## config.mk

```make
export PLATFORM = sky130hd
export DESIGN_NAME = dmem_ctrl
export DESIGN_NICKNAME = d
export VERILOG_FILES = /design/src/rtl/dmem_pkg.sv /design/src/rtl/dmem_array.sv /design/src/rtl/dmem_ctrl.sv
export SDC_FILE = /design/constraint.sdc
export NUM_CORES = 2
export LEC_CHECK = 0
export CORE_AREA = 2 2 385 387
export CTS_CLUSTER_SIZE = 40
export DETAILED_ROUTE_END_ITERATION = 8
export DIE_AREA = 0 0 387 389
export PLACE_DENSITY_LB_ADDON = 0.05
export SYNTH_ARGS = -nofsm -noshare
export SYNTH_HDL_FRONTEND = slang
export SYNTH_HIERARCHICAL = 1
export SYNTH_SLANG_ARGS = --single-unit
```

## constraint.sdc

```tcl
create_clock -name clk -period 3 [get_ports clk]
set_input_delay 0.6 -clock clk [delete_from_list [all_inputs] [get_ports clk]]
set_output_delay 0.6 -clock clk [all_outputs]
set_load 0.005 [all_outputs]
```

## src/rtl/dmem_pkg.sv

```systemverilog
// Shared types and constants for the MEM-stage data-memory controller.
package dmem_pkg;

    typedef enum logic [1:0] {
        IDLE = 2'd0,
        WAIT = 2'd1,
        DONE = 2'd2
    } dmem_state_t;

    localparam logic [31:0] DMEM_DEFAULT_BASE = 32'h0000_0400;
    localparam int          DMEM_LAT_W        = 4;

    // Operands of one access, captured at accept time.
    typedef struct packed {
        logic        write;
        logic        byte_acc;
        logic [1:0]  lane;
        logic        in_win;
        logic [31:0] wdata;
    } dmem_req_t;

    function automatic logic [3:0] lane_mask(input logic [1:0] lane);
        return 4'b0001 << lane;
    endfunction

endpackage

```

## src/rtl/dmem_array.sv

```systemverilog
// Word array with synchronous byte-enabled write and combinational read.
module dmem_array
    import dmem_pkg::*;
#(
    parameter int WORDS = 64,
    parameter int AW    = $clog2(WORDS)
) (
    input  logic          clk,
    input  logic          we,
    input  logic [3:0]    be,
    input  logic [AW-1:0] addr,
    input  logic [31:0]   wdata,
    output logic [31:0]   rdata
);

    logic [31:0] mem [WORDS];

    // NOTE: the storage array has no reset so it maps onto RAM; contents are undefined until written.
    always_ff @(posedge clk) begin
        if (we) begin
            for (int b = 0; b < 4; b++) begin
                if (be[b]) mem[addr][8*b +: 8] <= wdata[8*b +: 8];
            end
        end
    end

    assign rdata = mem[addr];

endmodule

```

## src/rtl/dmem_ctrl.sv

```systemverilog
// MEM-stage data-memory controller: address window, programmable latency, ready stall.
// Optional byte-lane access (LDRB/STRB) is enabled by defining DMEM_BYTE_LANE_EN.
module dmem_ctrl
    import dmem_pkg::*;
#(
    parameter int          WORDS     = 64,
    parameter logic [31:0] BASE_ADDR = DMEM_DEFAULT_BASE,
    parameter int          LATENCY   = 1
) (
    input  logic        clk,
    input  logic        rst,
    input  logic        mem_read,
    input  logic        mem_write,
    input  logic [31:0] address,
    input  logic [31:0] wdata,
`ifdef DMEM_BYTE_LANE_EN
    input  logic        byte_access,
`endif
    output logic [31:0] rdata,
    output logic        ready,
    output logic        addr_err
);

    localparam int AW = $clog2(WORDS);

    dmem_state_t           state, state_nx;
    logic [DMEM_LAT_W-1:0] cnt;
    dmem_req_t             req_live, req_q, req_cur;
    logic [AW-1:0]         idx_live, idx_q, idx_cur;
    logic [31:0]           diff, arr_rdata, arr_wdata, rd_word, rdata_q;
    logic [7:0]            rd_byte;
    logic [3:0]            arr_be;
    logic                  request, commit, arr_we, addr_err_q, byte_in;

`ifdef DMEM_BYTE_LANE_EN
    assign byte_in = byte_access;
`else
    assign byte_in = 1'b0;
`endif

    assign request = mem_read | mem_write;

    // Full 32-bit difference is compared so addresses far above the window never alias.
    always_comb begin
        diff     = address - BASE_ADDR;
        idx_live = diff[AW+1:2];
        req_live = '{write:    mem_write,
                     byte_acc: byte_in,
                     lane:     address[1:0],
                     in_win:   (address >= BASE_ADDR) && ((diff >> 2) < 32'(WORDS)),
                     wdata:    wdata};
    end

    // With LATENCY 0 the commit happens on the accept edge, so live inputs are used in IDLE.
    assign req_cur = (state == IDLE) ? req_live : req_q;
    assign idx_cur = (state == IDLE) ? idx_live : idx_q;

    // NOTE: every output of this block gets a default first, so no path leaves a latch behind.
    always_comb begin
        state_nx = state;
        ready    = 1'b1;
        case (state)
            IDLE: begin
                ready = !request;
                if (request) state_nx = (LATENCY > 0) ? WAIT : DONE;
            end
            WAIT: begin
                ready = 1'b0;
                if (cnt <= DMEM_LAT_W'(1)) state_nx = DONE;
            end
            DONE:    state_nx = IDLE;
            default: state_nx = IDLE;
        endcase
    end

    assign commit = (state != DONE) && (state_nx == DONE);

    always_comb begin
        arr_we    = commit && req_cur.write && req_cur.in_win && !rst;
        arr_be    = req_cur.byte_acc ? lane_mask(req_cur.lane) : 4'hF;
        arr_wdata = req_cur.byte_acc ? {4{req_cur.wdata[7:0]}} : req_cur.wdata;
        rd_byte   = arr_rdata[{req_cur.lane, 3'b000} +: 8];
        rd_word   = req_cur.byte_acc ? {24'h0, rd_byte} : arr_rdata;
    end

    dmem_array #(.WORDS(WORDS), .AW(AW)) u_array (
        .clk   (clk),
        .we    (arr_we),
        .be    (arr_be),
        .addr  (idx_cur),
        .wdata (arr_wdata),
        .rdata (arr_rdata)
    );

    // NOTE: sequential state uses non-blocking assignments so all registers update from pre-edge values.
    always_ff @(posedge clk) begin
        if (rst) begin
            state      <= IDLE;
            cnt        <= '0;
            rdata_q    <= '0;
            addr_err_q <= 1'b0;
        end else begin
            state <= state_nx;
            if (state == IDLE && request) cnt <= DMEM_LAT_W'(LATENCY);
            else if (state == WAIT)       cnt <= cnt - 1'b1;

            if (commit) begin
                rdata_q    <= (!req_cur.write && req_cur.in_win) ? rd_word : '0;
                addr_err_q <= !req_cur.in_win;
            end else if (state == DONE) begin
                rdata_q    <= '0;
                addr_err_q <= 1'b0;
            end
        end
    end

    // Captured request operands are pure data qualified by the FSM, so they carry no reset.
    always_ff @(posedge clk) begin
        if (state == IDLE && request) begin
            req_q <= req_live;
            idx_q <= idx_live;
        end
    end

    assign rdata    = rdata_q;
    assign addr_err = addr_err_q;

endmodule
```

==> results.cfg <==
[outcome]
outcome = finished, violations left
violations = negative setup slack

[cells_and_area]
fin_area_um2 = 107300
drive_gt1_share_pct = 37.97
multiInputGateArea_um2 = 19780
nFillCells = 8941
nets = 6098
syn2layout_area_growth_pct = 31.55
register_area_um2 = 63480

[die]
dieArea_um2 = 150500
core_region_area_um2 = 146600
die_x_um = 387
start_util_pct = 55.62
fp-row-count = 141
die_height_um = 389
pin_count = 102

[placement]
pre_cts_ws_ps = -1154
place_area_um2 = 95800
dp_hpwl_mm = 181.1
port-buffer-count = 99
place.gp.congestion = 0.9319

[detailed_routing]
firstDrtPassIters = 6
wl_mm = 291.2
vias_per_cell = 6.818
ant_nets = 0
vias = 55480
drtIter0Drc = 8885
drc = 0
wl_per_cell_um = 35.78

[synthesis]
ys_seq_area_share_pct = 77.86
synth_cells = 4820
async_reset_ff_share_pct = 0
avgSynthCellArea_um2 = 16.92
yosysUniqueCellTypes = 66
syn_area_um2 = 81530
synth-edff-count = 2088
synth_top_area_share_pct = 76.90
yosysMostFrequentCell = edfxtp_1
synth_seq_cells = 2127
synthTopCellsByArea = edfxtp_1 (77%), a221oi_1 (5.3%), a22oi_1 (2.7%), nor2_1 (2.4%), mux2_2 (1.6%)
synth_commonest_cells = edfxtp_1 (2088), nor2_1 (515), a221oi_1 (493)
synth_warnings = 6
yosys_most_used_dff = edfxtp_1
yosysTopAreaCell = edfxtp_1

[clocking]
clock_path_buffers = 3
cts_tree = built
postCtsHoldBufs = 0
clk_latency_ps = 840
cts_made_buffers = 207
cts_root_buf = clkbuf_16
cts_sinks = 2127
htree_levels = 4
clk_pin_slew_worst_paths_ps = 60

[pwr]
p_clk_share_pct = 31.7
vdd_drop_max_mv = 0.5172
pwr_density_cell_nw_per_um2 = 736.5
leakage_nw = 35.93
p_sw_mw = 23.33
power_frac_seq_pct = 43.3
p_int_mw = 55.67
pwr-share-comb_pct = 25.0
p_total_mw = 79.00
swShare_pct = 29.53

[sta]
period_share_pct = 112.9
drv_slew = 0
setup_tns_ps = -8590
clock.fmax_mhz = 295.2
fin_crit_ps = 3388
setup_ws_ps = -387.6
hold_slack_ps = 358.2
worstMarginPinSlew_ps = 1082
maxSlewHeadroom_pct = 27.89
hold_violations = 0
skew_ps = 33.81
rsz0062_at_grt = true
setup_viol = 92

[worst_setup_path]
cp.arrival_ps = 4110
cp-end-kind = register
critPathRequiredTime_ps = 3720
critPathLaunchType = register
crit_fanout = 10
crit_type = reg -> reg

[flow_run]
cap_violations = 0

[global_routing]
grt_pass1_vias = 52900
grt.total_usage_pct = 37.49
grt-ovfl-total = 0
grt_max_degree = 65
antenna_found_initial = 12
grt_pass1_wl_mm = 397.9

[worst_hold_path]
worstHoldPathType = in -> reg
-- cells by family after synthesis --
group                      count (synthesis)  share of synthesized area, %
AOI/OAI and AO/OA                       1259                         11.80
xor gates and xnor gates                   2                       0.02149
buffers and inverters                    388                         2.211
adders and majority gates                  2                       0.03069
DFF                                     2127                         77.86
and+or+nand+nor                          793                         4.211
other                                      1                      0.004599
muxes                                    248                         3.864
-- cell usage in the layout (no fill, tap or decap), types with 13 or more instances in the layout --
cell type / count
edfxtp_1: 2088
buf_4: 890
nor2_1: 308
a221oi_1: 305
buf_12: 273
a22oi_1: 242
clkbuf_16: 223
a221oi_2: 166
nor2_2: 124
o22ai_1: 118
mux2_2: 108
clkdlybuf4s50_1: 99
mux2i_1: 90
nor2_4: 84
nand2_1: 75
o21ai_1: 66
buf_6: 61
clkbuf_1: 57
a21oi_1: 55
a22oi_2: 49
mux4_2: 42
clkinv_2: 41
o21ai_0: 38
dfxtp_1: 37
clkinv_1: 37
nor3_1: 34
a22o_2: 30
nor3_2: 23
o21ai_2: 22
a221oi_4: 22
nand4_1: 19
buf_16: 19
o221ai_1: 17
buf_8: 17
nand3_1: 16
o22ai_2: 15
o22a_1: 13
a211o_1: 13
o32ai_1: 13
-- flip-flops by register name, summed over array words and instances (netlist names) --
register,cells
cnt,4
req_q,34
rdata,32
u_array/mem,2048
idx_q,6
state,2
addr_err,1
-- stage by stage --
stage	std cells	util (%)
after detailed placement	7606	65.35
after global placement	7606	65.35
final	8137	73.16
after floorplan	4823	-
after CTS	8075	71.67
after global routing	8132	73.15
-- power by group through the flow --
| stage | clock network [mW] | logic (mW) | registers (mW) |
|---|---|---|---|
| after floorplan | 0 | 7.14 | 34.8 |
| after global placement | 0 | 16.0 | 34.8 |
| after detailed placement | 0 | 16.1 | 34.8 |
| after CTS | 25.2 | 18.0 | 34.2 |
| after global routing | 26.2 | 20.1 | 34.2 |
| final | 25.1 | 19.8 | 34.2 |
-- path summary, 6_finish.rpt --
path	endpoint	from	slack (ps)	cells after the start
min reg2reg	rdata[5]$_SDFFE_PP0P_	rdata[5]$_SDFFE_PP0P_	490	1
max	rdata[12]$_SDFFE_PP0P_	state[1]$_SDFF_PP0_	-390	15
max reg2reg	rdata[12]$_SDFFE_PP0P_	state[1]$_SDFF_PP0_	-390	15
min	req_q[8]$_DFFE_PP_	wdata[8]	360	1
-- final cells by class --
| cell class | instances | share of cell area [%] |
|---|---|---|
| flip-flops and latches | 2127 | 59.19 |
| inverters | 6 | 0.05133 |
| repair buffers | 1376 | 14.05 |
| multi-input cells | 2310 | 18.44 |
| clock buffers | 276 | 5.225 |
| well taps | 1930 | 2.251 |
| diodes | 7 | 0.01633 |
| clock inverters | 105 | 0.7827 |
-- critical path: stages (launching register included) --
cell and delay, ps:
dfxtp_2 330, nor2_4 120, buf_12 140, mux2_8 420, nor2b_4 190, buf_4 150, buf_12 150, buf_4 160
a221oi_2 310, nor2_1 120, a221oi_2 220, buf_4 160, o22ai_1 70, buf_4 130, or3_4 360, a22o_2 240
-- timing repair --
action                                  in CTS  in global routing
setup buffers                               80                 46
endpoints found under the setup margin    1437               1450
gates resized for setup                    406                267
gates cloned                                17                 12
pin swaps                                  115                112
-- metal layers --
metal / GRT usage [%] / vias to the layer above / routed length, um
li1: - / 22430 / -
met1: 51.90 / 28250 / 107200
met2: 57.19 / 4058 / 131100
met3: 9.477 / 738 / 37400
met4: 15.73 / 6 / 15350
met5: 0 / - / 54
Note: power is estimated with default switching activity, not from simulation.
